--- src/rtl/vga_timing_gen.sv ---
// VGA timing generator: hcount/vcount, syncs, blanking and frame-start strobe
// for the 1024x768 raster. Every output is registered on the same edge as the
// counters, so all flags describe the current hcount_out/vcount_out.
// Optional: define VGA_FRAME_CNT_EN to add a 16-bit frame counter (frame_cnt).
module vga_timing_gen #(
    parameter int unsigned H_ACTIVE    = 1024,
    parameter int unsigned H_FP        = 24,
    parameter int unsigned H_SYNC      = 136,
    parameter int unsigned H_BP        = 160,
    parameter int unsigned V_ACTIVE    = 768,
    parameter int unsigned V_FP        = 3,
    parameter int unsigned V_SYNC      = 6,
    parameter int unsigned V_BP        = 29,
    parameter bit          SYNC_ACTIVE = 1'b1
) (
    input  logic        clk,
    input  logic        reset,
    input  logic        ce,
    output logic [11:0] hcount_out,
    output logic        hsync_out,
    output logic        hblnk_out,
    output logic [11:0] vcount_out,
    output logic        vsync_out,
    output logic        vblnk_out,
    output logic        frame_start
`ifdef VGA_FRAME_CNT_EN
    ,
    output logic [15:0] frame_cnt
`endif
);

    localparam int unsigned CW      = 12;
    localparam int unsigned FCW     = 16;
    localparam int unsigned H_TOTAL = H_ACTIVE + H_FP + H_SYNC + H_BP;
    localparam int unsigned V_TOTAL = V_ACTIVE + V_FP + V_SYNC + V_BP;

    localparam logic [CW-1:0] H_LAST   = CW'(H_TOTAL - 1);
    localparam logic [CW-1:0] V_LAST   = CW'(V_TOTAL - 1);
    localparam logic [CW-1:0] HB_START = CW'(H_ACTIVE);
    localparam logic [CW-1:0] HS_START = CW'(H_ACTIVE + H_FP);
    localparam logic [CW-1:0] HS_END   = CW'(H_ACTIVE + H_FP + H_SYNC);
    localparam logic [CW-1:0] VB_START = CW'(V_ACTIVE);
    localparam logic [CW-1:0] VS_START = CW'(V_ACTIVE + V_FP);
    localparam logic [CW-1:0] VS_END   = CW'(V_ACTIVE + V_FP + V_SYNC);

    logic [CW-1:0] h_next;
    logic [CW-1:0] v_next;
    logic          h_wrap;
    logic          frame_wrap;
    logic          hblnk_next;
    logic          hsync_next;
    logic          vblnk_next;
    logic          vsync_next;

    // Next raster position and the decode of that position.
    always_comb begin
        h_wrap     = (hcount_out == H_LAST);
        frame_wrap = h_wrap && (vcount_out == V_LAST);
        h_next     = h_wrap ? '0 : hcount_out + CW'(1);
        v_next     = vcount_out;
        if (h_wrap) begin
            v_next = (vcount_out == V_LAST) ? '0 : vcount_out + CW'(1);
        end
        hblnk_next = (h_next >= HB_START);
        vblnk_next = (v_next >= VB_START);
        hsync_next = ((h_next >= HS_START) && (h_next < HS_END)) ? SYNC_ACTIVE : ~SYNC_ACTIVE;
        vsync_next = ((v_next >= VS_START) && (v_next < VS_END)) ? SYNC_ACTIVE : ~SYNC_ACTIVE;
    end

    // Timing registers: step on ce, hold otherwise; strobe always self-clears.
    always_ff @(posedge clk or posedge reset) begin
        if (reset) begin
            hcount_out  <= '0;
            vcount_out  <= '0;
            hblnk_out   <= 1'b0;
            vblnk_out   <= 1'b0;
            hsync_out   <= ~SYNC_ACTIVE;
            vsync_out   <= ~SYNC_ACTIVE;
            frame_start <= 1'b0;
        end else if (ce) begin
            hcount_out  <= h_next;
            vcount_out  <= v_next;
            hblnk_out   <= hblnk_next;
            vblnk_out   <= vblnk_next;
            hsync_out   <= hsync_next;
            vsync_out   <= vsync_next;
            frame_start <= frame_wrap;
        end else begin
            frame_start <= 1'b0;
        end
    end

`ifdef VGA_FRAME_CNT_EN
    // Frame counter advances on the same edge that raises frame_start.
    always_ff @(posedge clk or posedge reset) begin
        if (reset) begin
            frame_cnt <= '0;
        end else if (ce && frame_wrap) begin
            frame_cnt <= frame_cnt + FCW'(1);
        end
    end
`endif

endmodule

--- config.mk ---
export PLATFORM = sky130hd
export DESIGN_NAME = vga_timing_gen
export DESIGN_NICKNAME = d
export VERILOG_FILES = /design/src/rtl/vga_timing_gen.sv
export SDC_FILE = /design/constraint.sdc
export NUM_CORES = 1
export LEC_CHECK = 0
export ABC_AREA = 1
export CAP_MARGIN = 20
export CORE_MARGIN = 2
export CORE_UTILIZATION = 54
export CTS_CLUSTER_DIAMETER = 150
export CTS_CLUSTER_SIZE = 8
export DETAILED_ROUTE_END_ITERATION = 12
export PLACE_DENSITY = 0.86
export SYNTH_ARGS = -nofsm -noshare
export SYNTH_HDL_FRONTEND = slang
export SYNTH_SLANG_ARGS = --single-unit
export TNS_END_PERCENT = 20
--- constraint.sdc ---
create_clock -name clk -period 2 [get_ports clk]
set_input_delay 0.5 -clock clk [delete_from_list [all_inputs] [get_ports clk]]
set_output_delay 0.5 -clock clk [all_outputs]
set_load 0.1 [all_outputs]
==> Yosys cells after proc, flatten, opt, wreduce, memory -nomap -nowiden <==
Index checks and enable logic that the tools add are counted.
{ "totals": {"register_bits": 29, "input_bits": 3, "out_inout_bits": 29, "wordCells": 26} }
{ "classes": {"n_addsub": 2, "n_lt_le_gt_ge": 6, "eq_ne": 2, "muxes": 6, "reduce_logical": 3} }
{ "op_table": {"columns": ["op", "n"], "rows": [
  ["$mux 12", 3],
  ["$add 12x1->12 const B", 2],
  ["$ge 12x10->1 const B", 2],
  ["$ge 12x11->1 const B", 2],
  ["$eq 12x10->1 const B", 1],
  ["$eq 12x11->1 const B", 1],
  ["$lt 12x10->1 const B", 1],
  ["$lt 12x11->1 const B", 1],
  ["$logic_and 1x1->1", 3],
  ["$mux 1", 3]
]} }

==> Depth between registers and ports, before layout <==
{ "depth": {"word_depth": 6, "ltp_mapped": 13, "mapped_depth_nobuf": 12} }

==> Least setup slack after synthesis <==
No wires, ideal clock.
{ "synth_path": {"path_type": "flip-flop to flip-flop", "startpoint": "reg hcount_out[1]", "endpoint": "reg vsync_out", "setup_ns": 0.124, "arrival_time_ns": 2.267, "required_ns": 1.876, "slack_ns": -0.391, "stages_incl_launch_ff": 12, "path_buffers": 1, "synth_period_minus_slack_ns": 2.391, "cell_sequence": "dfrtp_1 ha_1 nand2_2 nor2_4 nand2_4 nor2_8 buf_8 nand4_1 nand3_1 nor2_1 nand3_1 o21bai_2"} }
{ "synth_via": {"elab_chain_cells": 5, "elab_cells_between_ends": 6, "classes_between": "order compare (2); eq/ne (1); mux (2); reduce/logical (1)"} }
{ "synth_rtl": {"columns": ["item", "line", "text"], "rows": [
  ["start, declared", "19", "output logic [11:0] hcount_out,"],
  ["start signal, assigned", "81", "hcount_out <= h_next;"],
  ["$eq 12x11->1 *", "57", "h_wrap = (hcount_out == H_LAST);"],
  ["$mux 12 *", "61", "if (h_wrap) begin"],
  ["$ge 12x10->1 or $lt 12x10->1 (tied branches)", "67", "vsync_next = ((v_next >= VS_START) && (v_next < VS_END)) ? SYNC_ACTIVE : ~SYNC_ACTIVE;"],
  ["$logic_and 1x1->1 *", "67", null],
  ["$mux 1 *", "67", null],
  ["end signal, assigned", "78", "vsync_out <= ~SYNC_ACTIVE;"],
  ["end signal, assigned", "86", "vsync_out <= vsync_next;"],
  ["end, declared", "23", "output logic vsync_out,"]
]} }
Mark *: on every way between the ends. The rest lies on a longest branch, timed or not.
A chain may end at the register's enable or synchronous reset.

==> Final worst setup path <==
{ "layout_path": {"startpoint": "reg hcount_out[0]", "endpoint": "reg hsync_out"} }
{ "layout_via": {"elab_chain_cells": 5, "elab_cells_between_ends": 7, "classes_between": "add/sub (1); order compare (2); eq/ne (1); mux (2); reduce/logical (1)"} }
{ "layout_rtl": {"columns": ["item", "line", "text"], "rows": [
  ["$add 12x1->12 or $eq 12x11->1 (tied branches)", "59, 57", null],
  ["$mux 12 *", "59", "h_next = h_wrap ? '0 : hcount_out + CW'(1);"],
  ["$ge 12x11->1 or $lt 12x11->1 (tied branches)", "66", "hsync_next = ((h_next >= HS_START) && (h_next < HS_END)) ? SYNC_ACTIVE : ~SYNC_ACTIVE;"],
  ["$logic_and 1x1->1 *", "66", null],
  ["$mux 1 *", "66", null],
  ["end signal, assigned", "77", "hsync_out <= ~SYNC_ACTIVE;"],
  ["end signal, assigned", "85", "hsync_out <= hsync_next;"],
  ["end, declared", "20", "output logic hsync_out,"]
]} }
Marks and branches as above.

==> flow_summary_export.csv <==
group,metric,value,unit
outcome,run_status,"completed",
clocking,cts.htree.levels,2,
layout,final_cell_area,0.002877,mm²
clocking,insertion_delay,0.29,ns
synth,synth.cell_area,0.002068,mm²
drt,drt_first_iter_violations,181,
drt,number_of_vias_per_cell,5.547,
drt,detailroute.via_count,2191,
clocking,tritoncts_clock_tree,"yes",
sta,finalWorstPathRequiredPeriod,1.942,ns
synth,yosys-top-cells-count,"sky130_fd_sc_hd__nand2_1, sky130_fd_sc_hd__inv_1, sky130_fd_sc_hd__nor2_1",
placed_design,place_area,0.002728,mm²
floorplan,coreArea,0.003661,mm²
clocking,tritoncts_num_sinks,29,
critical_path,setup.worst_path.class,"reg2reg",
sta,timing_worst_slew_pin_value,0.3681,ns
drt,drt_pre_antenna_iters,5,
global_routing,pin_count_of_the_biggest_net_entering_global_routing,30,
power,vdd_ir_drop_max,1.286,mV
global_routing,global_route.overflow_total,0,
sta,holdWs,0.5487,ns
critical_path,timing.critical_path.from_type,"flop",
power,power.static_leakage,1.389,nW
placed_design,port-buffer-count,31,
sta,slew-limit-headroom,75.46,%
global_routing,grt_pass1_vias,1998,
floorplan,top_level_ports,32,
drt,drc_errors,0,
power,power.density_cell_area,1178,mW/mm²
sta,timing.final.setup_violations,0,
clocking,cts-buffers-inserted,5,
sta,min_period_over_period,97.08,%
clocking,clkTransAtPathRegs,0.07,ns
layout,syn2layout_area_growth,39.08,%
synth,netlist_top_cells_area,"sky130_fd_sc_hd__dfrtp_1, sky130_fd_sc_hd__nand2_1, sky130_fd_sc_hd__inv_1",
synth,mappedNetlistNets,314,
floorplan,floorplan.initialDensity,56.49,%
floorplan,die_x,65.89,µm
global_routing,antenna_found_initial,0,
layout,num_antenna_cells,0,
drt,finalWirelength,5.720,mm
floorplan,die_h,65.89,µm
floorplan,rows,22,
layout,finish.cell_count_without_fillers,395,
sta,finalClockSkew,0.006813,ns
placed_design,hpwlAfterDp,4.103,mm
drt,routedWlPerCell,14.48,µm
synth,synth_warnings,0,
sta,maxClockFrequency,515.1,MHz
flow_run,max-cap-violations,0,
synth,synth_most_common_cell,"sky130_fd_sc_hd__nand2_1",
synth,number_of_enable_type_register_cells_in_the_synthesized_netlist,0,
placed_design,place.detailed.instances,383,
layout,fill_cell_instance_count_of_the_final_layout,248,
global_routing,track_usage,27.93,%
clocking,clock_tree.root_cell,"sky130_fd_sc_hd__clkbuf_8",
synth,yosys_most_used_dff,"sky130_fd_sc_hd__dfrtp_1",
synth,mean_post_synth_cell_area,6.715,µm²
critical_path,critPathSlowestCell,"sky130_fd_sc_hd__dfrtp_4",
sta,report.final.slew_viol_count,0,
synth,synth.largest_area_cell,"sky130_fd_sc_hd__dfrtp_1",
synth,syn_inst,308,
layout,layout-drive-gt1-share,27.09,%
critical_path,cp_cell_sequence,"ha_1 > nand2_2 > nor2_4 > nand2_4 > inv_1 > nand2_2 > nor2_4 > nand3_1 > nand3_1 > nor2_1 > nand4_1 > nand2_1",
critical_path,cp_max_fo,4,
power,total_power,3.390,mW
critical_path,critical_path_arrival,2.12,ns
synth,synth_largest_type_area_fraction,35.09,%
drt,ant_nets,0,
clocking,hold_buffers,0,
clocking,clockBufferDepth,2,
critical_path,regToRegSetupSlack,0.06,ns
global_routing,grt_first_pass_wirelength,9.177,mm
floorplan,die_footprint,0.004341,mm²
sta,finalHoldViolations,0,
critical_path,cp_data_required_time,2.18,ns
worst_hold_path,min_path_type,"reg2reg",
synth,async_s_r_ff_share_synth,100.0,%
synth,flip_flop_and_latch_count_after_synthesis,29,
critical_path,cpPeakStageDelay,0.45,ns
layout,finalNetCount,352,
synth,ys_seq_area_share,35.09,%
synth,synth.lib_cells_used.distinct,30,
placed_design,gp_congestion,0.9346,
critical_path,critical_path.endpoint_type,"flop",
-- area by class of cell --
cell class | instances | area, µm² | share of cell area (%)
well taps | 48 | 60.06 | 2.088
clock inverters | 1 | 5.005 | 0.1740
repair buffers | 40 | 655.6 | 22.79
clock buffers | 7 | 96.34 | 3.349
multi-input cells | 231 | 1157 | 40.23
flip-flops and latches | 29 | 755.7 | 26.27
inverters | 39 | 146.4 | 5.089
-- path summary, 6_finish.rpt --
path / start / endpoint / cells after the start
setup / recovery: hcount_out[0] / hsync_out / 12
hold / removal: hsync_out / hsync_out / 2
setup reg to reg: hcount_out[0] / hsync_out / 12
hold reg to reg: hsync_out / hsync_out / 2
max in group asynchronous: reset / hcount_out[1] / 3
min in group asynchronous: reset / vblnk_out / 3
-- where the power goes --
| part | total [mW] | leakage (nW) | internal [mW] | switching (mW) |
|---|---|---|---|---|
| clock network | 0.549 | 0.0542 | 0.311 | 0.238 |
| registers | 0.970 | 0.345 | 0.724 | 0.246 |
| logic | 1.87 | 0.990 | 0.614 | 1.26 |
| total | 3.39 | 1.39 | 1.65 | 1.74 |
-- cells in the final DEF (no fill, tap or decap), drive strengths merged --
cell type and count:
nand2 110, nor2 39, inv 38, buf 38, dfrtp 29, nand3 27, o21ai 24, nand4 11
clkbuf 7, xor2 7, ha 3, o22ai 2, a21oi 2, clkdlybuf4s50 2, nor3 2, clkinv 2
nand3b 1, o21a 1, o21bai 1, a22o 1
-- per-stage QoR --
stage	setup slack (ns)	TNS [ns]	utilization [%]
2_1_floorplan	0.01867	0	-
3_3_place_gp	0.1595	0	74.50
3_5_place_dp	0.1067	0	74.50
4_1_cts	0.08593	0	77.27
5_1_grt	-0.04601	-0.05274	78.57
6_report	0.05846	0	78.57
-- layer usage --
layer  routed length, µm  track usage, %  part of all wire [%]  up-vias
li1                    -               -                     -     1051
met1                2462           37.96                    43     1034
met2                2782           44.44                    49       97
met3                 392           5.451                   6.9        9
met4                  84           9.375                   1.5        0
met5                   0               0                     0        -
-- state kept, by name, summed over array words and instances, names as in the netlist --
| signal | flops |
|---|---|
| hcount_out | 12 |
| vsync_out | 1 |
| hsync_out | 1 |
| hblnk_out | 1 |
| vblnk_out | 1 |
| frame_start | 1 |
| vcount_out | 12 |
-- timing repair --
item / 4_1_cts / 5_1_grt
gates resized for setup: 0 / 3
endpoints found under the setup margin: 0 / 3
setup buffers: 0 / 4
-- cells by family after synthesis --
group           synth area share (%)
fa+ha+maj                      1.815
simple gates                   41.92
flops                          35.09
xor+xnor                       2.964
compound gates                 8.409
buf+inv                        9.800
-- critical path, delay by kind of cell, from the launching register on --
family        cells  cell delay, ns
buf+inv           1            0.10
simple gates     10            1.07
fa+ha+maj         1            0.20
flops             1            0.45
Power figures use the tool's default switching activity.
